<file path="config.mk">
export PLATFORM = sky130hd
export DESIGN_NAME = regfile_wr_arbiter
export DESIGN_NICKNAME = d
export VERILOG_FILES = /design/src/rtl/regfile_wr_arbiter_pkg.sv /design/src/rtl/regfile_wr_arbiter_decoder.sv /design/src/rtl/regfile_wr_arbiter.sv
export SDC_FILE = /design/constraint.sdc
export NUM_CORES = 1
export LEC_CHECK = 0
export ABC_AREA = 0
export CORE_MARGIN = 3
export CORE_UTILIZATION = 30
export DETAILED_ROUTE_END_ITERATION = 10
export PLACE_DENSITY = 0.68
export SLEW_MARGIN = 30
export SYNTH_ARGS = -nofsm -noshare
export SYNTH_HDL_FRONTEND = slang
export SYNTH_SLANG_ARGS = --single-unit
</file>
<file path="constraint.sdc">
create_clock -name clk -period 5.3 [get_ports clk]
set_input_delay 0.795 -clock clk [delete_from_list [all_inputs] [get_ports clk]]
set_output_delay 0.795 -clock clk [all_outputs]
set_load 0.02 [all_outputs]
</file>
<file path="src/rtl/regfile_wr_arbiter_pkg.sv">
// Shared widths and constants for the register-file write-port arbiter.
package regfile_wr_arbiter_pkg;

  localparam int unsigned ADDR_W   = 5;
  localparam int unsigned NUM_REGS = 32;
  localparam int unsigned DROP_W   = 16;

  localparam logic [ADDR_W-1:0] ZERO_REG = 5'd0;

endpackage

</file>
<file path="src/rtl/regfile_wr_arbiter_decoder.sv">
// 5-to-32 one-hot word-line decoder for the register-file write port.
module decoder_5_32
  import regfile_wr_arbiter_pkg::*;
(
  input  logic [ADDR_W-1:0]   addr_i,
  output logic [NUM_REGS-1:0] onehot_o
);

  assign onehot_o = NUM_REGS'(1) << addr_i;

endmodule

</file>
<file path="src/rtl/regfile_wr_arbiter.sv">
// Round-robin arbiter sharing one register-file write port between NUM_REQ
// writeback sources; the granted write is registered and decoded to word lines.
module regfile_wr_arbiter
  import regfile_wr_arbiter_pkg::*;
#(
  parameter int unsigned NUM_REQ = 4,
  parameter int unsigned DATA_W  = 32
) (
  input  logic                      clk,
  input  logic                      rst,
  input  logic                      wb_stall,
  input  logic [NUM_REQ-1:0]        req_valid,
  input  logic [NUM_REQ*ADDR_W-1:0] req_addr,
  input  logic [NUM_REQ*DATA_W-1:0] req_data,
  output logic [NUM_REQ-1:0]        req_ready,
  output logic                      wr_valid,
  output logic [ADDR_W-1:0]         wr_addr,
  output logic [DATA_W-1:0]         wr_data,
  output logic [NUM_REGS-1:0]       wr_en_onehot,
  output logic [DROP_W-1:0]         drop_cnt
);

  localparam int unsigned PTR_W = $clog2(NUM_REQ);
  localparam int unsigned IDX_W = PTR_W + 1;

  logic [PTR_W-1:0]     ptr_q, ptr_d;
  logic                 wr_valid_q, wr_valid_d;
  logic [ADDR_W-1:0]    wr_addr_q, wr_addr_d;
  logic [DATA_W-1:0]    wr_data_q, wr_data_d;
  logic [DROP_W-1:0]    drop_q, drop_d;

  logic [2*NUM_REQ-1:0] valid_dbl;
  logic [NUM_REQ-1:0]   valid_rot;
  logic [PTR_W-1:0]     off;
  logic [IDX_W-1:0]     idx_sum;
  logic [PTR_W-1:0]     gnt_idx;
  logic                 any_gnt;
  logic [ADDR_W-1:0]    gnt_addr;
  logic [DATA_W-1:0]    gnt_data;
  logic [NUM_REGS-1:0]  dec_onehot;

  // Rotate requests so ptr sits at bit 0, find first, rotate the index back.
  always_comb begin
    valid_dbl = {req_valid, req_valid} >> ptr_q;
    valid_rot = valid_dbl[NUM_REQ-1:0];
    off       = '0;
    any_gnt   = 1'b0;
    for (int k = NUM_REQ - 1; k >= 0; k--) begin
      if (valid_rot[k]) begin
        off     = PTR_W'(k);
        any_gnt = 1'b1;
      end
    end
    any_gnt = any_gnt & ~wb_stall & ~rst;
    idx_sum = IDX_W'(ptr_q) + IDX_W'(off);
    if (idx_sum >= IDX_W'(NUM_REQ)) begin
      idx_sum = idx_sum - IDX_W'(NUM_REQ);
    end
    gnt_idx   = idx_sum[PTR_W-1:0];
    req_ready = '0;
    if (any_gnt) begin
      req_ready[gnt_idx] = 1'b1;
    end
  end

  always_comb begin
    gnt_addr = '0;
    gnt_data = '0;
    for (int i = 0; i < NUM_REQ; i++) begin
      if (gnt_idx == PTR_W'(i)) begin
        gnt_addr = req_addr[i*ADDR_W +: ADDR_W];
        gnt_data = req_data[i*DATA_W +: DATA_W];
      end
    end
  end

  // Next-state for pointer, output stage and r0 drop counter.
  always_comb begin
    ptr_d      = ptr_q;
    wr_valid_d = 1'b0;
    wr_addr_d  = wr_addr_q;
    wr_data_d  = wr_data_q;
    drop_d     = drop_q;
    if (any_gnt) begin
      ptr_d      = (gnt_idx == PTR_W'(NUM_REQ - 1)) ? '0 : gnt_idx + PTR_W'(1);
      wr_valid_d = (gnt_addr != ZERO_REG);
      wr_addr_d  = gnt_addr;
      wr_data_d  = gnt_data;
      if (gnt_addr == ZERO_REG && drop_q != '1) begin
        drop_d = drop_q + DROP_W'(1);
      end
    end
  end

  always_ff @(posedge clk) begin
    if (rst) begin
      ptr_q      <= '0;
      wr_valid_q <= 1'b0;
      wr_addr_q  <= '0;
      wr_data_q  <= '0;
      drop_q     <= '0;
    end else begin
      ptr_q      <= ptr_d;
      wr_valid_q <= wr_valid_d;
      wr_addr_q  <= wr_addr_d;
      wr_data_q  <= wr_data_d;
      drop_q     <= drop_d;
    end
  end

  decoder_5_32 u_dec (
    .addr_i   (wr_addr_q),
    .onehot_o (dec_onehot)
  );

  assign wr_valid     = wr_valid_q;
  assign wr_addr      = wr_addr_q;
  assign wr_data      = wr_data_q;
  assign drop_cnt     = drop_q;
  assign wr_en_onehot = {NUM_REGS{wr_valid_q}} & dec_onehot;

endmodule

</file>
==> metrics.cfg, run 1 <==
[yosys]
synth_area_per_cell_um2=6.74
synth_top_family_by_area=simple AND/OR/NAND/NOR gates
synth-compound-area-share_pct=27.1
syn_area_um2=3870
syn_inst=575
synth.distinct_cells=50
yosys_warnings=0
ys_seq_area_share_pct=28.9
yosys.area_share.xor_xnor_pct=0.904
synthFlopType=dfxtp_1
synth_nets=736
synth.area.mux_share_pct=1.39
synth_fa_ha_area_share_pct=1.94
synth_edf_count=0
postSynth.asyncResetShare_pct=0
ys_ff_latch=56
yosys.area_share.simple_pct=33.9

[final_layout]
nNetsFinal=948
drive_above_1_share_pct=4.07
syn_to_final_growth_pct=70.2
final_area_um2=6590
n_antenna_cell=0
final.fill_count=1210
multi_input_area_um2=2550
seq_area_um2=1120

[worst_hold_path]
hold_depth=2
hp-start=drop_cnt[14]
hold_path.class=register to register
hold_end=drop_cnt[14]

[sta]
finalCritPeriodShare_pct=92.2
skew_ns=0.00287
worst_pin_slew_ns=0.628
setup_viol=0
relSlewSlack_pct=58.2
fmax_mhz=205
maxSlewViolCount=0
setup_tns_ns=0
hold_viol=0
fin_ws_ns=0.411
rsz0062_at_grt=false
fin_crit_ns=4.89

[grt]
grt_max_degree=65
grt_pass1_wl_um=24500
track_usage_pct=20.9
antenna_found_initial=0
grt_pass1_vias=4801
grt_overflow_total=0

[routing]
met3WireLength_um=1340
vias_per_cell=5.08
num_vias=4851
wl_met2_um=7890
ant_nets=0
drtIter0Drc=179
top_layer_used=met4
drtPass1Iterations=4
drt_wl_total_um=15600
drc=0
wl_met1_um=6290
wl_per_cell_um=16.4

[worst_setup_path]
crit_path_start_kind=input port
reg2regPathDepth=15
critPathMaxStageDelay_ns=0.65
path_class=input port to output pin
path_max_fanout=10
r2r-start=ptr_q[0]
crit_path_end_kind=output pin
critical_path.top_delay_family=buffers and inverters
slowest_stage=clkdlybuf4s50_1
crit_arrival_ns=4.09
path_cells=clkdlybuf4s50_1 > nor2_1 > a211oi_1 > a31oi_1 > a211o_1 > ha_1 > xor2_1 > xor2_1 > ha_2 > inv_1 > nor3_1 > clkdlybuf4s50_1
cp_num_buf_inv=3
reg2reg_to=drop_cnt[7]
rrSetupSlack_ns=1.23
required_ns=4.51

[placement]
place_ws_ns=0.444
port_buffers=244
placedInstanceArea_um2=6410
dpl.hpwl_um=12200
gp_congestion=0.861

[clock_tree]
cts_tree=built
clkLatencyLatePin_ns=0.28
cts_setup_buffers=0
clock-sinks=56
clockBufferDepth=2
path_clk_slew_ns=0.07
cts.repair.resized=0
cts-root-buf=clkbuf_16
htreeDepth=2
cts.hold.buffers_added=0
cts_buffers=5

[floorplan]
start_util_pct=31.5
design.die.area_um2=14300
rows=40
die_w_um=120
core-area_um2=12300
pin_count=245
die_h_um=120

[pwr]
ir_drop_uv=290
p_leak_uw=0.00225
p_per_area_nw_per_um2=472

[job]
max_cap_violations=0

[status]
status=finished clean

[area by class of cell]
cell class / instances / share of cell area [%]
Clock buffer: 5 / 1.90
Multi-Input combinational cell: 465 / 38.7
Sequential cell: 56 / 17.0
Clock inverter: 2 / 0.911
Tap cell: 168 / 3.19
Inverter: 7 / 0.399
Timing Repair Buffer: 252 / 37.9
[registers in the layout, indices dropped and copies added, names as in the netlist]
name / cells
wr_addr: 5
wr_data: 32
drop_cnt: 16
wr_valid: 1
ptr_q: 2
[logic make-up after synthesis]
family,count (synthesis)
and+or+nand+nor,274
AOI/OAI and AO/OA,176
DFF,56
buffers and inverters,54
adders and majority gates,6
muxes,5
xor gates and xnor gates,4
[cells in the final DEF (no fill, tap or decap), types with 7 or more instances in the layout]
master / Yosys / layout
clkdlybuf4s50_1: 0 / 243
nand2_1: 93 / 93
nor2_1: 84 / 84
a21oi_1: 82 / 81
dfxtp_1: 56 / 56
o21ai_0: 39 / 39
nand3b_1: 34 / 34
o211ai_1: 32 / 32
nand3_1: 14 / 14
buf_4: 1 / 8
nor3_1: 7 / 7
inv_1: 7 / 7
nand2b_1: 7 / 7
or3_1: 7 / 7
[stage by stage]
step | hold WS [ns] | util [%] | cells | power, µW
floorplan | 0.510 | - | 575 | 2020
global placement | 0.480 | 52.0 | 948 | 2640
detailed placement | 0.489 | 52.0 | 948 | 2690
CTS | 0.506 | 53.5 | 955 | 3130
global route | 0.540 | 53.5 | 955 | 3370
finish | 0.508 | 53.5 | 955 | 3110
[how the worst max path moves through the flow]
stage / start / end / slack, ns / depth (start not counted)
after detailed placement: req_valid[1] / req_ready[3] / 0.44 / 12
final: req_valid[1] / req_ready[3] / 0.41 / 12
after CTS: req_valid[1] / req_ready[3] / 0.42 / 12
after floorplan: req_valid[1] / req_ready[1] / 1.35 / 13
after global routing: req_valid[1] / req_ready[3] / 0.17 / 12
after global placement: req_valid[1] / req_ready[3] / 0.62 / 12
[power breakdown]
| group | internal [µW] | switching, µW | total [µW] |
|---|---|---|---|
| combinational | 877 | 1210 | 2090 |
| sequential | 522 | 78.2 | 600 |
| clock | 269 | 153 | 422 |
[routing by layer]
metal	global-route usage, %	vias to the layer above
met2	39.8	189
met5	0	-
met1	23.1	2224
met4	2.86	0
met3	6.41	8
li1	-	2430
[synthesized netlist by cell type, types with 2 or more instances]
cell type | instances | share of area (%)
nor2_2 | 2 | 0.32
xor2_1 | 2 | 0.45
dfxtp_1 | 56 | 29
buf_6 | 2 | 0.58
nand3_1 | 14 | 1.8
o211ai_1 | 32 | 6.2
buf_1 | 5 | 0.48
clkbuf_1 | 38 | 3.7
o211a_1 | 4 | 1.0
o21ai_0 | 39 | 5.0
inv_1 | 7 | 0.68
nor3_1 | 7 | 0.90
ha_1 | 6 | 1.9
a21o_1 | 2 | 0.39
and2_1 | 3 | 0.48
a211oi_1 | 2 | 0.39
nand4_1 | 4 | 0.65
and4_1 | 2 | 0.45
or3_1 | 7 | 1.1
mux2_2 | 2 | 0.58
nor2_1 | 84 | 8.1
mux2i_1 | 2 | 0.52
a21oi_1 | 82 | 11
nand2b_1 | 7 | 1.1
nand2_1 | 93 | 9.0
xnor2_1 | 2 | 0.45
nor2b_1 | 6 | 0.97
nor4_1 | 3 | 0.48
o22ai_1 | 6 | 0.97
nand3b_1 | 34 | 6.6
[worst register-to-register path: cells and delay by family (launching register included)]
| family | cells | cell delay [ns] |
|---|---|---|
| fa+ha+maj | 2 | 0.46 |
| simple gates | 3 | 0.74 |
| flops | 1 | 0.55 |
| xor+xnor | 2 | 0.45 |
| mux | 1 | 0.35 |
| buf+inv | 1 | 0.13 |
| compound gates | 6 | 1.28 |
(Power assumes the default switching activity.)
==> run 2, diff against run 1 <==
Settings changed: PLACE_DENSITY 0.68 to 0.71.
Clock period 5.3 ns to 4.35 ns, I/O delays scaled along.
==> metrics.cfg, run 2 (synthesis results as in run 1) <==
[routing]
vias_per_cell=5.08
wl_per_cell_um=15.6
wl_met2_um=7600
drc=0
num_vias=4917
wl_met1_um=5840
drtIter0Drc=307
drtPass1Iterations=5
ant_nets=0
top_layer_used=met4
drt_wl_total_um=15100
met3WireLength_um=1390

[pwr]
p_leak_uw=0.00234
ir_drop_uv=254
power_uw=3740
p_per_area_nw_per_um2=562

[placement]
port_buffers=244
gp_congestion=0.865
placed_cells=958
placedInstanceArea_um2=6480
dpl.hpwl_um=11800

[final_layout]
final.fill_count=1198
final_area_um2=6650
syn_to_final_growth_pct=71.6
largest_register_ffs=32
layout_common_cells=clkdlybuf4s50_1, nand2_1, nor2_1
nNetsFinal=959
final_common_cell=clkdlybuf4s50_1
drive_above_1_share_pct=5.63
fin_cells=967
seq_area_um2=1120
multi_input_area_um2=2560
n_antenna_cell=0

[floorplan]
design.die.area_um2=14300
rows=40
die_h_um=120
die_w_um=120
pin_count=245
core-area_um2=12300
start_util_pct=31.5

[job]
max_cap_violations=0

[grt]
grt_overflow_total=0
track_usage_pct=19.8
grt_max_degree=66
grt_pass1_vias=4640
grt_pass1_wl_um=23300
antenna_found_initial=0

[sta]
hold_viol=0
setup_viol=0
relSlewSlack_pct=58.9
setup_tns_ns=0
skew_ns=0.00823
finalCritPeriodShare_pct=95.8
fmax_mhz=240
maxSlewViolCount=0
worst_pin_slew_ns=0.617
fin_crit_ns=4.17

[clock_tree]
cts-root-buf=clkbuf_16
path_clk_slew_ns=0.07
clkLatencyLatePin_ns=0.29
cts_tree=built
htreeDepth=2
cts_buffers=5
clock-sinks=56
clockBufferDepth=2

[worst_setup_path]
crit_path_end_kind=output pin
rrSetupSlack_ns=0.53
path_max_fanout=7
crit_path_start_kind=input port
path_class=input port to output pin
required_ns=3.70
crit_arrival_ns=3.51

[worst_hold_path]
hold_path.class=register to register

[status]
status=finished clean

run 2: cell count changes in the layout (fill, tap and decap cells not counted), sizes merged:
cell	previous run	this run
buf	9	20
bufinv	2	0
clkdlybuf4s50	243	240
clkinv	0	3
dlymetal6s2s	0	3
run 2: final timing paths:
| path | from | end | depth (start not counted) |
|---|---|---|---|
| max | req_valid[1] | req_ready[2] | 12 |
| min | drop_cnt[14] | drop_cnt[14] | 2 |
| max reg2reg | ptr_q[0] | drop_cnt[7] | 15 |
| min reg2reg | drop_cnt[14] | drop_cnt[14] | 2 |
run 2: metal layers:
metal | track usage (%) | vias to the layer above
met5 | 0 | -
met4 | 4.65 | 0
met3 | 5.42 | 20
met2 | 36.8 | 225
met1 | 22.3 | 2212
li1 | - | 2460
run 2: per-stage QoR:
stage          setup slack (ns)  util (%)  hold slack [ns]
2_1_floorplan             0.603         -            0.510
3_3_place_gp             0.0707      52.6            0.477
3_5_place_dp            -0.0459      52.6            0.492
4_1_cts                  0.0107      53.9            0.500
5_1_grt                 -0.0263      54.0            0.547
6_report                  0.183      54.0            0.503
run 2: area by class of cell:
class,count,area share [%]
clock buffers,5,1.88
clock inverters,3,0.282
multi-input cells,465,38.5
repair buffers,263,38.9
flip-flops and latches,56,16.9
well taps,168,3.16
inverters,7,0.395
run 2: repair_timing:
item / CTS / global route
buffers inserted: 1 / 0
endpoints found under the hold margin: 0 / 0
gates resized for setup: 0 / 4
hold buffers: 0 / 0
setup endpoints to repair: 1 / 4
run 2: power by group:
group / switching (µW) / total [µW] / internal (µW)
logic: 1490 / 2610 / 1120
registers: 95.3 / 731 / 636
clock network: 179 / 392 / 213
run 2: critical path, cell delays in order:
cell,delay [ns]
clkdlybuf4s50_1,0.51
nor2_1,0.06
a211oi_1,0.23
a31oi_1,0.07
a211o_1,0.24
ha_1,0.19
xor2_1,0.16
xor2_1,0.24
buf_4,0.16
ha_2,0.23
and2_1,0.14
clkdlybuf4s50_1,0.64
==> run 3, diff against run 2 <==
Settings changed: CORE_MARGIN 3 to default.
==> metrics.cfg, run 3 (synthesis results as in run 1) <==
[status]
status=finished clean

[worst_setup_path]
r2r-start=ptr_q[0]
crit_path_start=req_valid[2]
crit_arrival_ns=3.52
path_max_fanout=7
crit_path_end_kind=output pin
path_class=input port to output pin
crit_path_start_kind=input port
required_ns=3.70
critPathMaxStageDelay_ns=0.64
path_cells=clkdlybuf4s50_1 > nand2_1 > nor2_1 > a211oi_1 > a31oi_1 > a211o_1 > ha_1 > xor2_2 > xor2_2 > buf_4 > ha_4 > and2_1 > clkdlybuf4s50_1
slowest_stage=clkdlybuf4s50_1

[sta]
maxSlewViolCount=0
fmax_mhz=240
worst_pin_slew_ns=0.640
relSlewSlack_pct=57.3
finalCritPeriodShare_pct=95.9
skew_ns=0.0109
setup_viol=0
hold_viol=0
fin_crit_ns=4.17

[grt]
grt_pass1_vias=4444
grt_overflow_total=0
track_usage_pct=20.8
grt_pass1_wl_um=21800
antenna_found_initial=0
grt_max_degree=66

[clock_tree]
cts_tree=built
cts.hold.buffers_added=0
clock-sinks=56
cts_buffers=5
clkLatencyLatePin_ns=0.30
htreeDepth=2
clockBufferDepth=2
path_clk_slew_ns=0.08
cts-root-buf=clkbuf_16

[floorplan]
rows=41
die_h_um=116
core-area_um2=12600
pin_count=245
start_util_pct=30.7
design.die.area_um2=13400
die_w_um=116

[final_layout]
layout_common_cells=clkdlybuf4s50_1, nand2_1, nor2_1
final_common_cell=clkdlybuf4s50_1
seq_area_um2=1120
final_area_um2=6730
nNetsFinal=958
final.fill_count=1246
fin_cells=970
multi_input_area_um2=2630
syn_to_final_growth_pct=73.7
largest_register_ffs=32
n_antenna_cell=0
drive_above_1_share_pct=6.39

[pwr]
switching_share_pct=47.4
p_leak_uw=0.00233
comb_power_share_pct=70.1
intPower_uw=2030
power_switching_uw=1830
seqPwrFrac_pct=19.0
ir_drop_uv=350
p_per_area_nw_per_um2=573
clkPwrFrac_pct=10.9

[routing]
drc=0
num_vias=4910
drt_wl_total_um=14700
vias_per_cell=5.06
drtIter0Drc=188
drtPass1Iterations=4
ant_nets=0
wl_per_cell_um=15.1

[placement]
placedInstanceArea_um2=6480
port_buffers=244
gp_congestion=0.851
dpl.hpwl_um=11200
placed_cells=960

[job]
max_cap_violations=0

[worst_hold_path]
hp-start=drop_cnt[10]
hold_path.class=register to register

==> run 3: changes by cell type in the layout (fill, tap and decap cells not counted), moves of 2 or more <==
cell and delta:
clkinv_2 -2, ha_2 -2, o22ai_1 -3, xor2_1 -2
o22ai_2 +3, ha_4 +2, dlymetal6s2s_1 -2, xor2_2 +2
buf_4 -2
==> run 3: final timing paths <==
path / to / slack [ns] / cells past startpoint
setup / recovery: req_ready[2] / 0.18 / 13
hold / removal: drop_cnt[10] / 0.51 / 2
setup reg to reg: drop_cnt[14] / 0.51 / 16
hold reg to reg: drop_cnt[10] / 0.51 / 2
==> run 3: power by group through the flow <==
stage,logic (µW),clock network (µW),registers (µW)
6_report,2700,422,731
5_1_grt,2960,458,748
4_1_cts,2630,433,729
3_5_place_dp,2610,0,736
3_3_place_gp,2560,0,732
2_1_floorplan,1600,0,858
==> run 3: worst max-delay path: cells and delay by family <==
family | cells | cell delay [ns]
buffers and inverters | 3 | 1.28
adders and majority gates | 2 | 0.37
and+or+nand+nor | 3 | 0.27
xor gates and xnor gates | 2 | 0.40
AOI/OAI and AO/OA | 3 | 0.53
==> run 3: final cells by class <==
type | count | area share [%]
clock buffers | 5 | 1.86
repair buffers | 262 | 38.4
flip-flops and latches | 56 | 16.7
multi-input cells | 465 | 39.0
clock inverters | 3 | 0.409
well taps | 172 | 3.20
inverters | 7 | 0.390
==> run 3: layer usage <==
metal | wire length [µm] | up-vias | global-route usage, % | part of all wire (%)
met5 | 0 | - | 0 | 0
met4 | 369 | 0 | 7.61 | 2.5
met3 | 1220 | 25 | 5.18 | 8.3
met2 | 7580 | 232 | 40.2 | 52
met1 | 5500 | 2204 | 21.6 | 37
li1 | - | 2449 | - | -
==> run 3: stage by stage <==
stage | utilization (%) | setup slack, ns | setup TNS [ns] | power, µW | hold WS, ns
final | 53.3 | 0.179 | 0 | 3860 | 0.511
after global routing | 53.3 | -0.00663 | -0.00663 | 4170 | 0.536
after CTS | 52.6 | 0.0260 | 0 | 3790 | 0.512
after detailed placement | 51.4 | -0.177 | -1.04 | 3350 | 0.496
after global placement | 51.4 | 0.0255 | 0 | 3290 | 0.482
after floorplan | - | 0.603 | 0 | 2460 | 0.510
==> run 3: timing repair <==
item / 4_1_cts / 5_1_grt
endpoints found under the setup margin: 2 / 11
gates resized for setup: 2 / 11
buffers inserted: 0 / 2
endpoints found under the hold margin: 0 / 0
pin swaps: 1 / 0
